### src/rtl/rel_addr_agu.sv
// rel_addr_agu: sequential AGU with NIDX index/stride pairs, plain or FFT bit-reversed offsets.
// Define REL_ADDR_AGU_MODULO_EN to add per-index length registers for modulo post-modify.
module rel_addr_agu #(
  parameter int MDATAW = 8,
  parameter int FFTSIZ = 3,
  parameter int NIDX   = 4
) (
  input  logic                    clk,
  input  logic                    rst,
  input  logic                    acc,
  input  logic [$clog2(NIDX)-1:0] sel,
  input  logic                    srf,
  input  logic                    inv,
  input  logic                    pst,
  input  logic [MDATAW-1:0]       addr,
  input  logic                    ld_idx,
  input  logic                    ld_stp,
  input  logic                    ld_len,
  input  logic [MDATAW-1:0]       ld_val,
  output logic [MDATAW-1:0]       out,
  output logic                    out_vld
);

  // Mask of the index bits that take part in bit reversal; all ones when FFTSIZ == MDATAW.
  localparam logic [MDATAW-1:0] LOMASK = (MDATAW'(1) << FFTSIZ) - MDATAW'(1);

  function automatic logic [MDATAW-1:0] bitrev_low(input logic [MDATAW-1:0] v);
    logic [MDATAW-1:0] r;
    r = v & ~LOMASK;
    for (int i = 0; i < FFTSIZ; i++) begin
      r[i] = v[FFTSIZ-1-i];
    end
    return r;
  endfunction

  logic [MDATAW-1:0] idx_r [NIDX];
  logic [MDATAW-1:0] stp_r [NIDX];
  logic [MDATAW-1:0] out_r;
  logic              out_vld_r;

  logic [MDATAW-1:0] cur_idx_s;
  logic [MDATAW-1:0] cur_stp_s;
  logic [MDATAW-1:0] offset_s;
  logic [MDATAW-1:0] eff_s;
  logic [MDATAW-1:0] idx_nxt_s;
  logic              pmod_s;

  // Effective address from the pre-update index of the selected pair.
  always_comb begin
    cur_idx_s = idx_r[sel];
    cur_stp_s = stp_r[sel];
    pmod_s    = acc & srf & pst;
    if (inv) begin
      offset_s = bitrev_low(cur_idx_s);
    end else begin
      offset_s = cur_idx_s;
    end
    if (srf) begin
      eff_s = offset_s + addr;
    end else begin
      eff_s = addr;
    end
  end

`ifdef REL_ADDR_AGU_MODULO_EN
  logic [MDATAW-1:0] len_r [NIDX];
  logic [MDATAW-1:0] cur_len_s;
  logic [MDATAW:0]   sum_s;
  logic [MDATAW:0]   diff_s;

  // Post-modify value; sum kept one bit wider so the length compare sees overflow.
  always_comb begin
    cur_len_s = len_r[sel];
    sum_s     = {1'b0, cur_idx_s} + {1'b0, cur_stp_s};
    diff_s    = sum_s - {1'b0, cur_len_s};
    if (inv) begin
      idx_nxt_s = (cur_idx_s & ~LOMASK) | ((cur_idx_s + cur_stp_s) & LOMASK);
    end else if ((cur_len_s != {MDATAW{1'b0}}) && (sum_s >= {1'b0, cur_len_s})) begin
      idx_nxt_s = diff_s[MDATAW-1:0];
    end else begin
      idx_nxt_s = sum_s[MDATAW-1:0];
    end
  end

  // Length registers, loaded only.
  always_ff @(posedge clk or negedge rst) begin
    if (!rst) begin
      for (int i = 0; i < NIDX; i++) begin
        len_r[i] <= {MDATAW{1'b0}};
      end
    end else if (ld_len) begin
      len_r[sel] <= ld_val;
    end
  end
`else
  logic unused_ld_len_s;
  assign unused_ld_len_s = ld_len;

  // Post-modify value; the inv=1 form keeps the carry of the low field out of the upper bits.
  always_comb begin
    if (inv) begin
      idx_nxt_s = (cur_idx_s & ~LOMASK) | ((cur_idx_s + cur_stp_s) & LOMASK);
    end else begin
      idx_nxt_s = cur_idx_s + cur_stp_s;
    end
  end
`endif

  // Index and stride registers; an explicit load beats a same-cycle post-modify.
  always_ff @(posedge clk or negedge rst) begin
    if (!rst) begin
      for (int i = 0; i < NIDX; i++) begin
        idx_r[i] <= {MDATAW{1'b0}};
        stp_r[i] <= MDATAW'(1);
      end
    end else begin
      if (ld_idx) begin
        idx_r[sel] <= ld_val;
      end else if (pmod_s) begin
        idx_r[sel] <= idx_nxt_s;
      end
      if (ld_stp) begin
        stp_r[sel] <= ld_val;
      end
    end
  end

  // Registered address; holds its value between accesses.
  always_ff @(posedge clk or negedge rst) begin
    if (!rst) begin
      out_r     <= {MDATAW{1'b0}};
      out_vld_r <= 1'b0;
    end else begin
      out_vld_r <= acc;
      if (acc) begin
        out_r <= eff_s;
      end
    end
  end

  assign out     = out_r;
  assign out_vld = out_vld_r;

endmodule

### config.mk
export PLATFORM = sky130hd
export DESIGN_NAME = rel_addr_agu
export DESIGN_NICKNAME = d
export VERILOG_FILES = /design/src/rtl/rel_addr_agu.sv
export SDC_FILE = /design/constraint.sdc
export NUM_CORES = 1
export LEC_CHECK = 0
export CAP_MARGIN = 20
export CELL_PAD_IN_SITES_DETAIL_PLACEMENT = 0
export CELL_PAD_IN_SITES_GLOBAL_PLACEMENT = 1
export CORE_ASPECT_RATIO = 1.1
export CORE_MARGIN = 4
export CORE_UTILIZATION = 40
export CTS_BUF_LIST = sky130_fd_sc_hd__clkbuf_8
export DETAILED_ROUTE_END_ITERATION = 10
export GPL_TIMING_DRIVEN = 0
export HOLD_SLACK_MARGIN = 0.03
export PLACE_DENSITY_LB_ADDON = 0.1
export REMOVE_ABC_BUFFERS = 1
export SETUP_SLACK_MARGIN = 0.3
export SYNTH_ARGS = -nofsm -noshare
export SYNTH_HDL_FRONTEND = slang
export SYNTH_SLANG_ARGS = --single-unit
export TNS_END_PERCENT = 1
### constraint.sdc
create_clock -name clk -period 7.6 [get_ports clk]
set_clock_uncertainty 0.05 [all_clocks]
set_input_delay 1.52 -clock clk [delete_from_list [all_inputs] [get_ports clk]]
set_output_delay 1.52 -clock clk [all_outputs]
set_load 0.05 [all_outputs]
==> impl_metrics.ini, run 1 <==
[cts]
cts-htree-levels = 3
hold_buffers = 0
postCtsSetupBuffers = 0
clk_pin_slew_ns = 0.08
ctsRootBufferMaster = clkbuf_8
clock_latency_ns = 0.35
clk_path_buf_depth = 2
cts_buffers = 9
cts_tree = built
ctsResizeCount = 0
clock_sinks = 73

[finish]
area_delta_synth_final_pct = 17.0
n_antenna_cell = 0
seqCellArea_um2 = 1830
fill_cells = 907
fin_nets = 406
drive_gt1_frac = 0.220
multi_input_area_um2 = 1990

[setup_path]
slowest_stage = clkdlybuf4s50_1
worstPathMaxFanout = 10
worst_ep_arrival_time_ns = 5.23
critPathKind = input port to register
r2r_start = idx_r[16]$_DFFE_PN0P_
end_kind = register
startpoint_type = input port
crit_buf_inv = 1
crit_path_cell_trace = clkdlybuf4s50_1 -> mux4_1 -> ha_1 -> fa_1 -> a21o_1 -> a21oi_1 -> xor2_1 -> o21ai_0 -> a21boi_0 -> mux2_2
setup.worst_path.start = sel[0]
cp_slowest_stage_delay_ns = 0.98
crit_family = buffers and inverters
worstPathRequired_ns = 7.85

[placed_design]
io_buffers = 34
dp_hpwl_mm = 6.32
globalplace.congestion = 0.821
detailedPlace.worstSlack_ns = 2.19

[pwr]
leakage_uw = 0.00197
vdd_drop_max_mv = 0.114
power-per-cell-area_nw_per_um2 = 312

[synthesis]
yosysSeqAreaShare = 0.469
syn_avg_cell_area_um2 = 11.9
yosys.cell_types.count = 41
syn_area_um2 = 3900
yosys_warnings = 0
synth_seq_cells = 73
synthCells = 328
async_flop_share = 1.00
synth_ff_type = dfrtp_1
synth_edf_count = 0

[floorplanning]
row_count = 37
start_util = 0.413
die_h_um = 112
io_pins = 36
core_area_um2 = 9440
die_area_um2 = 11400
chipWidth_um = 102

[grt]
antenna_found_initial = 0
grt_max_degree = 45
track_usage = 0.167
grt_pass1_wl_mm = 14.4
overflow = 0
grt_pass1_vias = 2687

[detailed_routing]
drt-total-wl_mm = 8.67
routedWlPerCell_um = 17.9
vias = 2569
met1_length_mm = 3.91
vias_per_cell = 5.30
dr_wl_met2_mm = 4.31
first_pass_iters = 4
drc = 0
drtIter0Drc = 75
ant_nets = 0
wl_met3_um = 329
highest_layer = met4

[sta]
fin_crit_ns = 4.98
fmax_mhz = 201
fin_tns_setup_ns = 0
setup_violations = 0
rsz0062_at_grt = false
hold_violations = 0
post-route-period-util = 0.655
finalMaxSlewViolations = 0
max_slew_margin = 0.257
setup_slack_ns = 2.62
worstMarginPinSlew_ns = 1.11

[flow_run]
cap_violations = 0

[min_path]
hold_start = idx_r[6]$_DFFE_PN0P_
worstHoldPathType = register to register

[outcome]
status = finished, final reports clean
-- layout by cell type (no fill, tap or decap), types with 2 or more instances in the layout --
cell,netlist,layout
a21oi_1,16,16
nor3b_1,3,3
buf_16,0,2
nor2_1,14,14
nand2b_1,2,2
dfrtp_1,69,69
inv_1,6,9
mux4_2,14,14
a31oi_1,2,2
a211oi_1,3,3
mux4_1,2,2
ha_1,14,14
a21o_1,5,5
and2_1,3,3
clkbuf_8,0,10
nand2_1,38,38
o21ai_0,26,26
dfstp_2,4,4
o21ai_1,7,7
nand3_1,6,6
xnor2_1,3,3
xor2_1,4,4
clkdlybuf4s50_1,0,33
fa_1,2,2
clkinv_2,0,2
mux2i_1,10,10
mux2_2,43,43
nor2b_1,8,8
-- metal layers --
metal  vias up  track usage
met1      1257        0.218
met4         0       0.0499
met2        32        0.270
li1       1270            -
met3        10       0.0476
met5         -            0
-- synthesized netlist by cell type (4+ instances only) --
library cell	count	share of area
o21ai_1	7	0.0090
mux4_2	14	0.081
dfrtp_1	69	0.44
nand2_1	38	0.037
clkbuf_1	4	0.0038
nor2b_1	8	0.013
dfstp_2	4	0.027
a21oi_1	16	0.021
mux2_2	43	0.12
o21ai_0	26	0.033
mux2i_1	10	0.026
nand3_1	6	0.0077
buf_2	5	0.0064
xor2_1	4	0.0090
inv_1	6	0.0058
nor2_1	14	0.013
ha_1	14	0.045
a21o_1	5	0.0096
-- path summary, 6_finish.rpt --
kind / endpoint / slack [ns] / cells after the start
worst max-delay path: idx_r[20]$_DFFE_PN0P_ / 2.62 / 10
worst min-delay path: idx_r[6]$_DFFE_PN0P_ / 0.43 / 2
worst max register to register: idx_r[20]$_DFFE_PN0P_ / 4.54 / 9
worst min register to register: idx_r[6]$_DFFE_PN0P_ / 0.43 / 2
max in group asynchronous: stp_r[24]$_DFFE_PN1P_ / 5.84 / 2
min in group asynchronous: out[1]$_DFFE_PN0P_ / 1.04 / 1
-- flip-flops by register name (all words and copies together) (netlist names) --
register  flops
out_vld       1
idx_r        32
out           8
stp_r        32
-- cell families (layout without fill, tap and decap cells) --
logic type	Yosys count	in the layout	share of synthesized area
xor gates and xnor gates	7	7	0.0157
muxes	69	69	0.244
DFF	73	73	0.469
and+or+nand+nor	78	78	0.0907
buffers and inverters	18	58	0.0218
AOI/OAI and AO/OA	67	67	0.104
adders and majority gates	16	16	0.0551
-- power by group --
| group | switching (µW) | internal, µW | total (µW) |
|---|---|---|---|
| combinational | 305 | 269 | 575 |
| sequential | 51.2 | 502 | 553 |
| clock | 141 | 156 | 297 |
| total | 498 | 927 | 1430 |
-- layout make-up --
class                      count  area share
multi-input combinational    237       0.435
timing repair buffer          36      0.0860
inverter                       6     0.00493
tap                          117      0.0320
clock inverter                 6      0.0112
sequential                    73       0.401
clock buffer                  10      0.0301
-- tightest hold or removal path, cell delays in order, from the launching register on --
cell and delay [ns]:
dfrtp_1 0.34, nand2_1 0.04, o21ai_0 0.06
-- metrics by stage --
step / hold slack (ns) / area, µm² / cells / utilization / total power [µW]
3_5_place_dp: 0.413 / 4380 / 469 / 0.464 / 1140
4_1_cts: 0.433 / 4570 / 485 / 0.484 / 1440
3_3_place_gp: 0.410 / 4330 / 467 / 0.458 / 1130
6_report: 0.428 / 4570 / 485 / 0.484 / 1430
2_1_floorplan: 0.390 / 3840 / 316 / - / 973
5_1_grt: 0.456 / 4570 / 485 / 0.484 / 1540
Note: power is estimated with default switching activity, not from simulation.
==> run 2, diff against run 1 <==
clock period = 4.39 ns   (was 7.6 ns; I/O delays follow)
==> run 2 against run 1 <==
- via count decreased by 0.12%
- power rose by 73%
- final cell count unchanged
- first-iteration DRC count is the same
- register-to-register slack worse by 3.2 ns
- highest routed layer unchanged
- global-route usage did not move
- flip-flop and latch count unchanged
- sequential share of layout area hardly changed
- sequential power is 73% higher
- largest power group unchanged
==> impl_metrics.ini, run 2 (synthesized netlist as in run 1, its figures left out) <==
[setup_path]
worst_ep_arrival_time_ns = 4.04
rrSetupSlack_ns = 1.33
rr_worst_depth = 9
critPathKind = input port to register
worstPathMaxFanout = 10
reg2reg_to = idx_r[20]$_DFFE_PN0P_
end_kind = register
startpoint_type = input port
worstPathRequired_ns = 4.64
r2r_start = idx_r[16]$_DFFE_PN0P_

[finish]
fin_util = 0.484
multi_input_area_um2 = 1990
fin_nets = 406
fill_cells = 907
drive_gt1_frac = 0.226
layout_common_cells = dfrtp_1 (69), mux2_2 (43), nand2_1 (38)
n_antenna_cell = 0
area_delta_synth_final_pct = 16.9
seqCellArea_um2 = 1830
layout_commonest_cell = dfrtp_1

[floorplanning]
row_count = 37
io_pins = 36
core_area_um2 = 9440
die_h_um = 112
chipWidth_um = 102
die_area_um2 = 11400
start_util = 0.413

[cts]
ctsRootBufferMaster = clkbuf_8
cts_tree = built
cts-htree-levels = 3
clock_sinks = 73
clk_path_buf_depth = 2
cts_buffers = 9
clock_latency_ns = 0.35
clk_pin_slew_ns = 0.08

[detailed_routing]
ant_nets = 0
routedWlPerCell_um = 17.8
vias_per_cell = 5.29
drt-total-wl_mm = 8.66
drtIter0Drc = 75
drc = 0
vias = 2566
first_pass_iters = 4

[sta]
fin_tns_setup_ns = 0
fin_crit_ns = 3.79
setup_violations = 0
max_slew_margin = 0.501
hold_violations = 0
post-route-period-util = 0.863
worstMarginPinSlew_ns = 0.746
rsz0062_at_grt = false
finalMaxSlewViolations = 0
timing.hold.ws_ns = 0.398
fmax_mhz = 264

[grt]
grt_pass1_wl_mm = 14.4
grt_max_degree = 45
antenna_found_initial = 0
overflow = 0
track_usage = 0.167
grt_pass1_vias = 2687

[min_path]
worstHoldPathType = input port to asynchronous set/reset pin

[outcome]
status = finished, final reports clean

[pwr]
vdd_drop_max_mv = 0.197
power.total_uw = 2470
leakage_uw = 0.00197
power-per-cell-area_nw_per_um2 = 540

[placed_design]
dp_hpwl_mm = 6.32
io_buffers = 34
globalplace.congestion = 0.821

[flow_run]
cap_violations = 0
-- run 2: cell types whose count changed in the layout (fill, tap and decap cells not counted) --
cell	before	now
clkdlybuf4s50_1	33	31
clkbuf_2	0	1
clkdlybuf4s15_2	0	1
-- run 2: layout make-up --
class / count / area share
Clock inverter: 6 / 0.0112
Multi-Input combinational cell: 237 / 0.435
Timing Repair Buffer: 36 / 0.0852
Clock buffer: 10 / 0.0301
Sequential cell: 73 / 0.401
Inverter: 6 / 0.00493
Tap cell: 117 / 0.0321
-- run 2: worst max-delay path, stage by stage --
cell             delay (ns)
clkdlybuf4s15_2        0.46
mux4_1                 0.70
ha_1                   0.28
fa_1                   0.41
a21o_1                 0.19
a21oi_1                0.17
xor2_1                 0.08
o21ai_0                0.13
a21boi_0               0.47
mux2_2                 0.25
-- run 2: power by group --
| part | total, µW | leakage (µW) | switching (µW) | internal (µW) |
|---|---|---|---|---|
| Combinational | 994 | 0.000991 | 529 | 465 |
| Clock | 514 | 0.000110 | 244 | 270 |
| Sequential | 958 | 0.000869 | 88.5 | 869 |
-- run 2: timing repair --
item / in CTS / in global routing
setup endpoints to repair: 16 / 7
cloned: 0 / 0
setup buffers: 0 / 0
resized for setup: 5 / 1
hold buffers: 0 / 0
-- run 2: how the worst max path moves through the flow --
stage	from	end	slack [ns]	depth (start not counted)
CTS	sel[1]	idx_r[20]$_DFFE_PN0P_	0.32	10
global route	sel[0]	idx_r[20]$_DFFE_PN0P_	0.38	10
floorplan	sel[0]	idx_r[12]$_DFFE_PN0P_	1.18	9
finish	sel[0]	idx_r[20]$_DFFE_PN0P_	0.60	10
detailed placement	sel[0]	idx_r[20]$_DFFE_PN0P_	-0.38	10
global placement	sel[0]	idx_r[12]$_DFFE_PN0P_	-0.85	10
-- run 2: layer usage --
metal  global-route usage  vias up  wire length [µm]
met5                    0        -                 0
met4               0.0499        0               114
met3               0.0476       10               329
met2                0.270       32              4310
met1                0.218     1254              3910
li1                     -     1270                 -
-- run 2: through the flow --
stage	cells	setup WS (ns)	cell area [µm²]
after floorplan	316	1.18	3840
after global placement	467	-0.853	4330
after detailed placement	469	-0.383	4380
after CTS	485	0.318	4570
after global routing	485	0.382	4570
final	485	0.602	4570
